==> config.mk <==
export PLATFORM = sky130hd
export DESIGN_NAME = rob_commit
export DESIGN_NICKNAME = d
export VERILOG_FILES = /design/src/rtl/rob_commit.sv
export SDC_FILE = /design/constraint.sdc
export NUM_CORES = 1
export LEC_CHECK = 0
export CORE_MARGIN = 4
export CORE_UTILIZATION = 43
export CTS_CLUSTER_DIAMETER = 100
export DETAILED_ROUTE_END_ITERATION = 16
export PLACE_DENSITY = 0.61
export SLEW_MARGIN = 20
export SYNTH_ARGS = -nofsm -noshare
export SYNTH_HDL_FRONTEND = slang
export SYNTH_SLANG_ARGS = --single-unit
==> constraint.sdc <==
create_clock -name Clock -period 6.6 [get_ports Clock]
set_input_delay 1.32 -clock Clock [delete_from_list [all_inputs] [get_ports Clock]]
set_output_delay 1.32 -clock Clock [all_outputs]
set_load 0.005 [all_outputs]
==> src/rtl/rob_commit.sv <==
// In-order retirement buffer. It snoops the CDB for results of pending entries
// and emits a registered one-cycle commit pulse per retired entry, in program order.
module rob_commit #(
    parameter int                   DEPTH     = 4,
    parameter int                   TAG_W     = 4,
    parameter int                   DATA_W    = 16,
    parameter int                   REG_W     = 4,
    parameter logic [DATA_W-1:0]    SEM_VALOR = 16'hFFF0,
    localparam int                  PTR_W     = $clog2(DEPTH),
    localparam int                  CNT_W     = PTR_W + 1
) (
    input  logic              Clock,
    input  logic              Reset,
    input  logic              Flush,
    input  logic              Alloc_valid,
    input  logic [TAG_W-1:0]  Alloc_rs_tag,
    input  logic [REG_W-1:0]  Alloc_R_target,
    output logic              Alloc_ready,
    input  logic [TAG_W-1:0]  Qi_CDB,
    input  logic [DATA_W-1:0] Qi_CDB_data,
    output logic              Commit_enable,
    output logic [REG_W-1:0]  Commit_R_target,
    output logic [DATA_W-1:0] Commit_data,
    output logic [TAG_W-1:0]  Commit_rs_tag,
    output logic [CNT_W-1:0]  Count,
    output logic              Full,
    output logic              Empty
);

    logic [DEPTH-1:0]  valid_r;
    logic [DEPTH-1:0]  ready_r;
    logic [TAG_W-1:0]  tag_r  [DEPTH];
    logic [REG_W-1:0]  targ_r [DEPTH];
    logic [DATA_W-1:0] data_r [DEPTH];
    logic [PTR_W-1:0]  head_r;
    logic [PTR_W-1:0]  tail_r;
    logic [CNT_W-1:0]  count_r;

    logic              commit_en_r;
    logic [REG_W-1:0]  commit_targ_r;
    logic [DATA_W-1:0] commit_data_r;
    logic [TAG_W-1:0]  commit_tag_r;

    logic              full_s;
    logic              alloc_s;
    logic              retire_s;
    logic              match_found_s;
    logic [PTR_W-1:0]  match_idx_s;
    logic              hit_s;

    assign full_s   = (count_r == CNT_W'(DEPTH));
    assign alloc_s  = Alloc_valid && !full_s;
    assign retire_s = valid_r[head_r] && ready_r[head_r];

    // Oldest pending entry waiting on the broadcasting station, searched from head.
    // A slot being allocated this cycle is still invalid here, so it cannot match.
    always_comb begin
        match_found_s = 1'b0;
        match_idx_s   = head_r;
        hit_s         = 1'b0;
        for (int i = 0; i < DEPTH; i++) begin
            hit_s = (Qi_CDB != {TAG_W{1'b0}})
                    && valid_r[head_r + PTR_W'(i)]
                    && !ready_r[head_r + PTR_W'(i)]
                    && (tag_r[head_r + PTR_W'(i)] == Qi_CDB);
            match_idx_s   = (!match_found_s && hit_s) ? (head_r + PTR_W'(i)) : match_idx_s;
            match_found_s = match_found_s | hit_s;
        end
    end

    // Entry array, pointers, occupancy and commit outputs; Reset > Flush > normal.
    always_ff @(posedge Clock) begin
        if (!Reset) begin
            for (int i = 0; i < DEPTH; i++) begin
                tag_r[i]  <= {TAG_W{1'b0}};
                targ_r[i] <= {REG_W{1'b0}};
                data_r[i] <= SEM_VALOR;
            end
            valid_r       <= {DEPTH{1'b0}};
            ready_r       <= {DEPTH{1'b0}};
            head_r        <= {PTR_W{1'b0}};
            tail_r        <= {PTR_W{1'b0}};
            count_r       <= {CNT_W{1'b0}};
            commit_en_r   <= 1'b0;
            commit_targ_r <= {REG_W{1'b0}};
            commit_data_r <= SEM_VALOR;
            commit_tag_r  <= {TAG_W{1'b0}};
        end else if (Flush) begin
            // Commit payload deliberately holds its last value across a flush.
            for (int i = 0; i < DEPTH; i++) begin
                tag_r[i]  <= {TAG_W{1'b0}};
                targ_r[i] <= {REG_W{1'b0}};
                data_r[i] <= SEM_VALOR;
            end
            valid_r     <= {DEPTH{1'b0}};
            ready_r     <= {DEPTH{1'b0}};
            head_r      <= {PTR_W{1'b0}};
            tail_r      <= {PTR_W{1'b0}};
            count_r     <= {CNT_W{1'b0}};
            commit_en_r <= 1'b0;
        end else begin
            commit_en_r <= retire_s;
            if (retire_s) begin
                commit_targ_r   <= targ_r[head_r];
                commit_data_r   <= data_r[head_r];
                commit_tag_r    <= tag_r[head_r];
                valid_r[head_r] <= 1'b0;
                ready_r[head_r] <= 1'b0;
                head_r          <= head_r + PTR_W'(1);
            end else begin
                head_r <= head_r;
            end
            if (match_found_s) begin
                data_r[match_idx_s]  <= Qi_CDB_data;
                ready_r[match_idx_s] <= 1'b1;
            end else begin
                ready_r[match_idx_s] <= ready_r[match_idx_s];
            end
            if (alloc_s) begin
                valid_r[tail_r] <= 1'b1;
                ready_r[tail_r] <= 1'b0;
                tag_r[tail_r]   <= Alloc_rs_tag;
                targ_r[tail_r]  <= Alloc_R_target;
                data_r[tail_r]  <= SEM_VALOR;
                tail_r          <= tail_r + PTR_W'(1);
            end else begin
                tail_r <= tail_r;
            end
            case ({alloc_s, retire_s})
                2'b10:   count_r <= count_r + CNT_W'(1);
                2'b01:   count_r <= count_r - CNT_W'(1);
                default: count_r <= count_r;
            endcase
        end
    end

    assign Alloc_ready     = !full_s;
    assign Full            = full_s;
    assign Empty           = (count_r == {CNT_W{1'b0}});
    assign Count           = count_r;
    assign Commit_enable   = commit_en_r;
    assign Commit_R_target = commit_targ_r;
    assign Commit_data     = commit_data_r;
    assign Commit_rs_tag   = commit_tag_r;

endmodule

==> impl_metrics.env <==
export IMPL_syn_nets=740
export IMPL_syn_to_final_growth_pct=18.9
export IMPL_max_stage_delay_ps=850
export IMPL_yosysTopAreaCell="dfxtp_1"
export IMPL_fin_tns_setup_ps=0
export IMPL_die_area_mm2=0.0186
export IMPL_post_cts_buffers=0
export IMPL_clockBufferDepth=2
export IMPL_crit_arrival_ps=4980
export IMPL_numCtsBuffers=17
export IMPL_slew_violations=0
export IMPL_synth_edf_count=32
export IMPL_maxCapViolations=0
export IMPL_dr_pass1_iters=5
export IMPL_multi_input_area_mm2=0.00368
export IMPL_viasPerCell=5.45
export IMPL_clock_root_buffer="clkbuf_16"
export IMPL_regArea_mm2=0.00308
export IMPL_hold_slack_ps=466
export IMPL_min_period_ps=4620
export IMPL_min_delay_start="Commit_rs_tag[3]"
export IMPL_antenna_found_initial=0
export IMPL_fmax_mhz=216
export IMPL_clk_pin_slew_ps=60
export IMPL_fp_coreArea_mm2=0.0160
export IMPL_dp_cells=932
export IMPL_ioPinCount=63
export IMPL_drc=0
export IMPL_clock_skew_ps=7.20
export IMPL_die_w_um=136
export IMPL_die_h_um=136
export IMPL_syn_area_mm2=0.00707
export IMPL_grt_pass1_wl_um=28200
export IMPL_grt_usage_pct=19.9
export IMPL_diodes=0
export IMPL_post_place_ws_ps=1500
export IMPL_dp_hpwl_um=11800
export IMPL_hp_class="reg2reg"
export IMPL_final_core_util_pct=52.6
export IMPL_worstMarginPinSlew_ps=1060
export IMPL_crit_start="head_r[0]"
export IMPL_final_nets=778
export IMPL_required_ps=6950
export IMPL_power_leakage_nw=2.92
export IMPL_synth_flop_cell="dfxtp_1"
export IMPL_setup_viol_count_final=0
export IMPL_cts_resized=0
export IMPL_h_tree_depth=4
export IMPL_rr_startpoint="head_r[0]"
export IMPL_path_max_fanout=19
export IMPL_layout_common_cells="105 x dfxtp_1, 89 x nand2_1, 72 x mux2i_1"
export IMPL_synth_adder_area_share_pct=1.87
export IMPL_drive_above_1_share_pct=10.8
export IMPL_synth_cell_types=54
export IMPL_crit_path_end_kind="flip-flop"
export IMPL_syn_avg_cell_area_um2=10.1
export IMPL_cts_tree="done"
export IMPL_ctsHoldBuffers=0
export IMPL_clock_sinks=138
export IMPL_clk_latency_ps=430
export IMPL_hold_violations=0
export IMPL_drt_iter0_markers=385
export IMPL_vdd_drop_max_mv=0.197
export IMPL_path_delay_family="simple AND/OR/NAND/NOR gates"
export IMPL_grt_pass1_vias=5352
export IMPL_synth_top_family_by_area="simple AND/OR/NAND/NOR gates"
export IMPL_synth_mux_area_share_pct=21.1
export IMPL_totalWireLength_um=17600
export IMPL_grt_max_degree=61
export IMPL_synth_top_cell_area_share_pct=30.0
export IMPL_layout_commonest_cell="dfxtp_1"
export IMPL_status="finished, final reports clean"
export IMPL_synth_xor_area_share_pct=2.72
export IMPL_ys_ff_latch=138
export IMPL_critPathBufInv=1
export IMPL_yosysWarnings=0
export IMPL_vias=5263
export IMPL_async_flop_share_pct=0
export IMPL_period_share_pct=70.0
export IMPL_synth_simple_area_share_pct=21.9
export IMPL_fp_row_count=46
export IMPL_fin_cells=965
export IMPL_port_buffers=62
export IMPL_fillers=1437
export IMPL_synth_cells=698
export IMPL_overflow=0
export IMPL_postRouteAntennaNets=0
export IMPL_wire_per_inst_um=18.3
export IMPL_crit_type="reg2reg"
export IMPL_ys_seq_area_share_pct=43.6
export IMPL_setup_slack_ps=1980
export IMPL_synth_compound_area_share_pct=4.40
export IMPL_initial_utilization_pct=44.2
export IMPL_synth_area_leaders="dfxtp_1 30%, edfxtp_1 14%, mux2i_1 10%, mux4_2 8.0%, nand2_1 4.7%"
export IMPL_gp_congestion=0.892
export IMPL_worstPathCellList="inv_1, ha_1, mux4_1, xor2_1, a2111o_1, a21o_1, or4_4, and4_4, nor3_4, mux2i_1"
export IMPL_start_kind="flip-flop"
export IMPL_rsz0062_at_grt="false"
export IMPL_critPathSlowestCell="nor3_4"
export IMPL_p_per_area_mw_per_mm2=235
export IMPL_relSlewSlack_pct=29.4
## state kept, by name, summed over array words and instances, names as in the netlist, 2 cells and up, named ones only
name and cells:
Commit_rs_tag 4, tail_r 2, Commit_R_target 4, targ_r 16, data_r 64, Commit_data 16, valid_r 4, Count 3
ready_r 4, head_r 2, tag_r 16
## area by class of cell
cell class / instances / area share [%]
multi-input combinational: 492 / 43.7
inverter: 13 / 0.580
tap: 216 / 3.21
clock inverter: 10 / 1.61
timing repair buffer: 74 / 8.54
sequential: 138 / 36.7
clock buffer: 22 / 5.65
## cell usage after synthesis, types with 13 or more instances
master,instances
edfxtp_1,32
clkbuf_1,41
nor3_1,50
nand2_1,89
nand3_1,34
a21boi_0,13
mux2i_1,72
mux4_2,25
a21oi_1,15
inv_1,13
dfxtp_1,106
and2_1,36
nor2_1,62
xnor2_1,13
## per-layer routing
metal | GRT usage [%] | wire [um] | up-vias
li1 | - | - | 2537
met1 | 25.4 | 7990 | 2558
met2 | 33.2 | 8450 | 141
met3 | 4.55 | 864 | 27
met4 | 7.05 | 315 | 0
met5 | 0 | 0 | -
## report_power, final
part | total (mW) | internal, mW | switching, mW
Clock | 0.988 | 0.626 | 0.362
Sequential | 0.882 | 0.875 | 0.00702
Combinational | 0.104 | 0.0466 | 0.0573
## worst paths after layout
check,end,slack (ps),depth (start not counted)
worst max-delay path,data_r[3][14],1980,10
worst min-delay path,Commit_rs_tag[3],470,2
worst max register to register,data_r[3][14],1980,10
worst min register to register,Commit_rs_tag[3],470,2
## per-stage QoR
step | total power [mW] | cell area, um^2
after global routing | 2.04 | 8410
after global placement | 1.00 | 7790
after detailed placement | 1.00 | 7790
final | 1.97 | 8410
after CTS | 1.99 | 8400
after floorplan | 0.959 | 7070
## kinds of logic (layout without fill, tap and decap cells)
kind of cell,Yosys count,in the layout
simple gates,311,311
flops,138,138
mux,106,106
buf+inv,68,119
compound gates,43,43
xor+xnor,22,22
fa+ha+maj,10,10
## tightest hold or removal path: stages, from the launching register on
cell and delay [ps]:
dfxtp_1 300, nand2_1 50, a21boi_0 60
Power figures use the tool's default switching activity.
==> edit (config.mk and constraints unchanged) <==
Put one more register stage on the output `Count`, with the module's reset. The value now appears one clock later. The other outputs are not delayed to match.
--- a/src/rtl/rob_commit.sv
+++ b/src/rtl/rob_commit.sv
@@ -137,7 +137,13 @@
     assign Alloc_ready     = !full_s;
     assign Full            = full_s;
     assign Empty           = (count_r == {CNT_W{1'b0}});
-    assign Count           = count_r;
+    always_ff @(posedge Clock) begin
+        if (!Reset) begin
+            Count <= '0;
+        end else begin
+            Count <= count_r;
+        end
+    end
     assign Commit_enable   = commit_en_r;
     assign Commit_R_target = commit_targ_r;
     assign Commit_data     = commit_data_r;
Formal check against the unedited RTL: not equivalent (a bounded check fails within 4 cycles, from zero or initial values and one cycle with Reset low).
==> edit against the unedited design <==
- total power decreased by 4.6%
- sequential cell count increased by 3
- largest cell class unchanged
- critical path depth decreased by 2
- routed wire length fell by 3.2%
- highest routed layer unchanged
- area after synthesis is essentially flat
- design area shrank 1.5%
- fmax rose by 12%
- critical endpoint is now data_r[1][12]$_SDFFE_PP1P_
- setup slack improved by 0.50 ns
==> edit: results (changes against the unedited design) <==
* Synth top area cells: dfxtp_1, edfxtp_1, mux4_2 (was dfxtp_1, edfxtp_1, mux2i_1)
* Met2 usage at 31.8% (was 33.2%)
* Min Tclk post-route at 4.12 ns (was 4.62 ns)
* Drt first-iter violations at 386 (was 385)
* Compound-Gate Fraction of Synth Area at 3.36% (was 4.40%)
* Post-Synth XOR/XNOR Area at 2.48% (was 2.72%)
* PortBufs at 62 (unchanged)
* Worst-path fanout max at 16 (was 19)
* Cts repair resizes at 0 (unchanged)
* Post-DP Area at 7760 µm² (was 7790 µm²)
* Register area share after synthesis at 44.5% (was 43.6%)
* Mux cell area share after synthesis at 22.3% (was 21.1%)
* Synth Area in Adders at 1.88% (was 1.87%)
* Sequential cell power at 0.901 mW (was 0.882 mW)
* Hold EP: Commit_rs_tag[0]$_SDFFE_PN0P_ (was Commit_rs_tag[3]$_SDFFE_PN0P_)
* First-pass GRT wire length at 27100 µm (was 28200 µm)
* Met2 routed WL at 8210 µm (was 8450 µm)
* DR pass1 iterations at 7 (was 5)
* Largest stage delay, worst path at 0.74 ns (was 0.85 ns)
* Placer Congestion at 0.867 (was 0.892)
* Fillers at 1431 (was 1437)
* Clock skew at 0.00785 ns (was 0.00720 ns)
* Global Route Usage Sum at 18.9% (was 19.9%)
* CP Capture Point: data_r[1][12]$_SDFFE_PP1P_ (was data_r[3][14]$_SDFFE_PP1P_)
* Critical path origin: Qi_CDB[3] (was head_r[0]$_SDFFE_PP0P_)
* Grt met1 use at 24.9% (was 25.4%)
* Worst r2r src: head_r[1]$_SDFFE_PP0P_ (was head_r[0]$_SDFFE_PP0P_)
* Met1 WL at 7700 µm (was 7990 µm)
* Top cells by count, synth: dfxtp_1, nand2_1, mux2i_1 (unchanged)
* Proportion of layout cells with a drive suffix above 1 at 12.3% (was 10.8%)
* WP data arrival at 4.45 ns (was 4.98 ns)
* Post-synth net total at 725 (was 740)
* CP max-delay cell: nor4_1 (was nor3_4)
* Least-Margin Pin Slew at 1.01 ns (was 1.06 ns)
* Post-DP HPWL at 11400 µm (was 11800 µm)
* Synth cell types at 48 (was 54)
* Hold_sp: Commit_rs_tag[0]$_SDFFE_PN0P_ (was Commit_rs_tag[3]$_SDFFE_PN0P_)
* Final WL at 17100 µm (was 17600 µm)
* Vias post-DR at 5185 (was 5263)
* Post-Place Worst Slack at 2.04 ns (was 1.50 ns)
* Switch share at 21.7% (was 21.6%)
* Met3 wire len at 881 µm (was 864 µm)
* M3 GR Usage at 3.11% (was 4.55%)
* R2r endpoint: data_r[1][12]$_SDFFE_PP1P_ (was data_r[3][14]$_SDFFE_PP1P_)
* Register-to-register setup slack at 2.63 ns (was 1.98 ns)
* Status: complete, no violations (unchanged)
* # nets final at 759 (was 778)
* Pin count of the biggest net entering global routing at 41 (was 61)
[edit: stage by stage]
stage | std cells | hold slack [ns] | total power, mW
after global routing | 942 | 0.483 | 1.94
after detailed placement | 914 | 0.457 | 1.02
after CTS | 942 | 0.469 | 1.90
after global placement | 914 | 0.452 | 1.02
after floorplan | 683 | 0.439 | 0.977
final | 942 | 0.459 | 1.88
[edit: worst min-delay path: stages, from the launching register on]
cell and delay [ns]:
dfxtp_1 0.30, nand2_1 0.04, a21boi_0 0.06
[edit: area by class of cell]
| class | count | area, µm² | share of cell area [%] |
|---|---|---|---|
| multi-input combinational | 478 | 3640 | 43.9 |
| sequential | 141 | 3140 | 37.9 |
| timing repair buffer | 68 | 661 | 7.97 |
| clock buffer | 22 | 468 | 5.65 |
| tap | 216 | 270 | 3.26 |
| clock inverter | 6 | 65.1 | 0.785 |
| inverter | 11 | 41.3 | 0.498 |
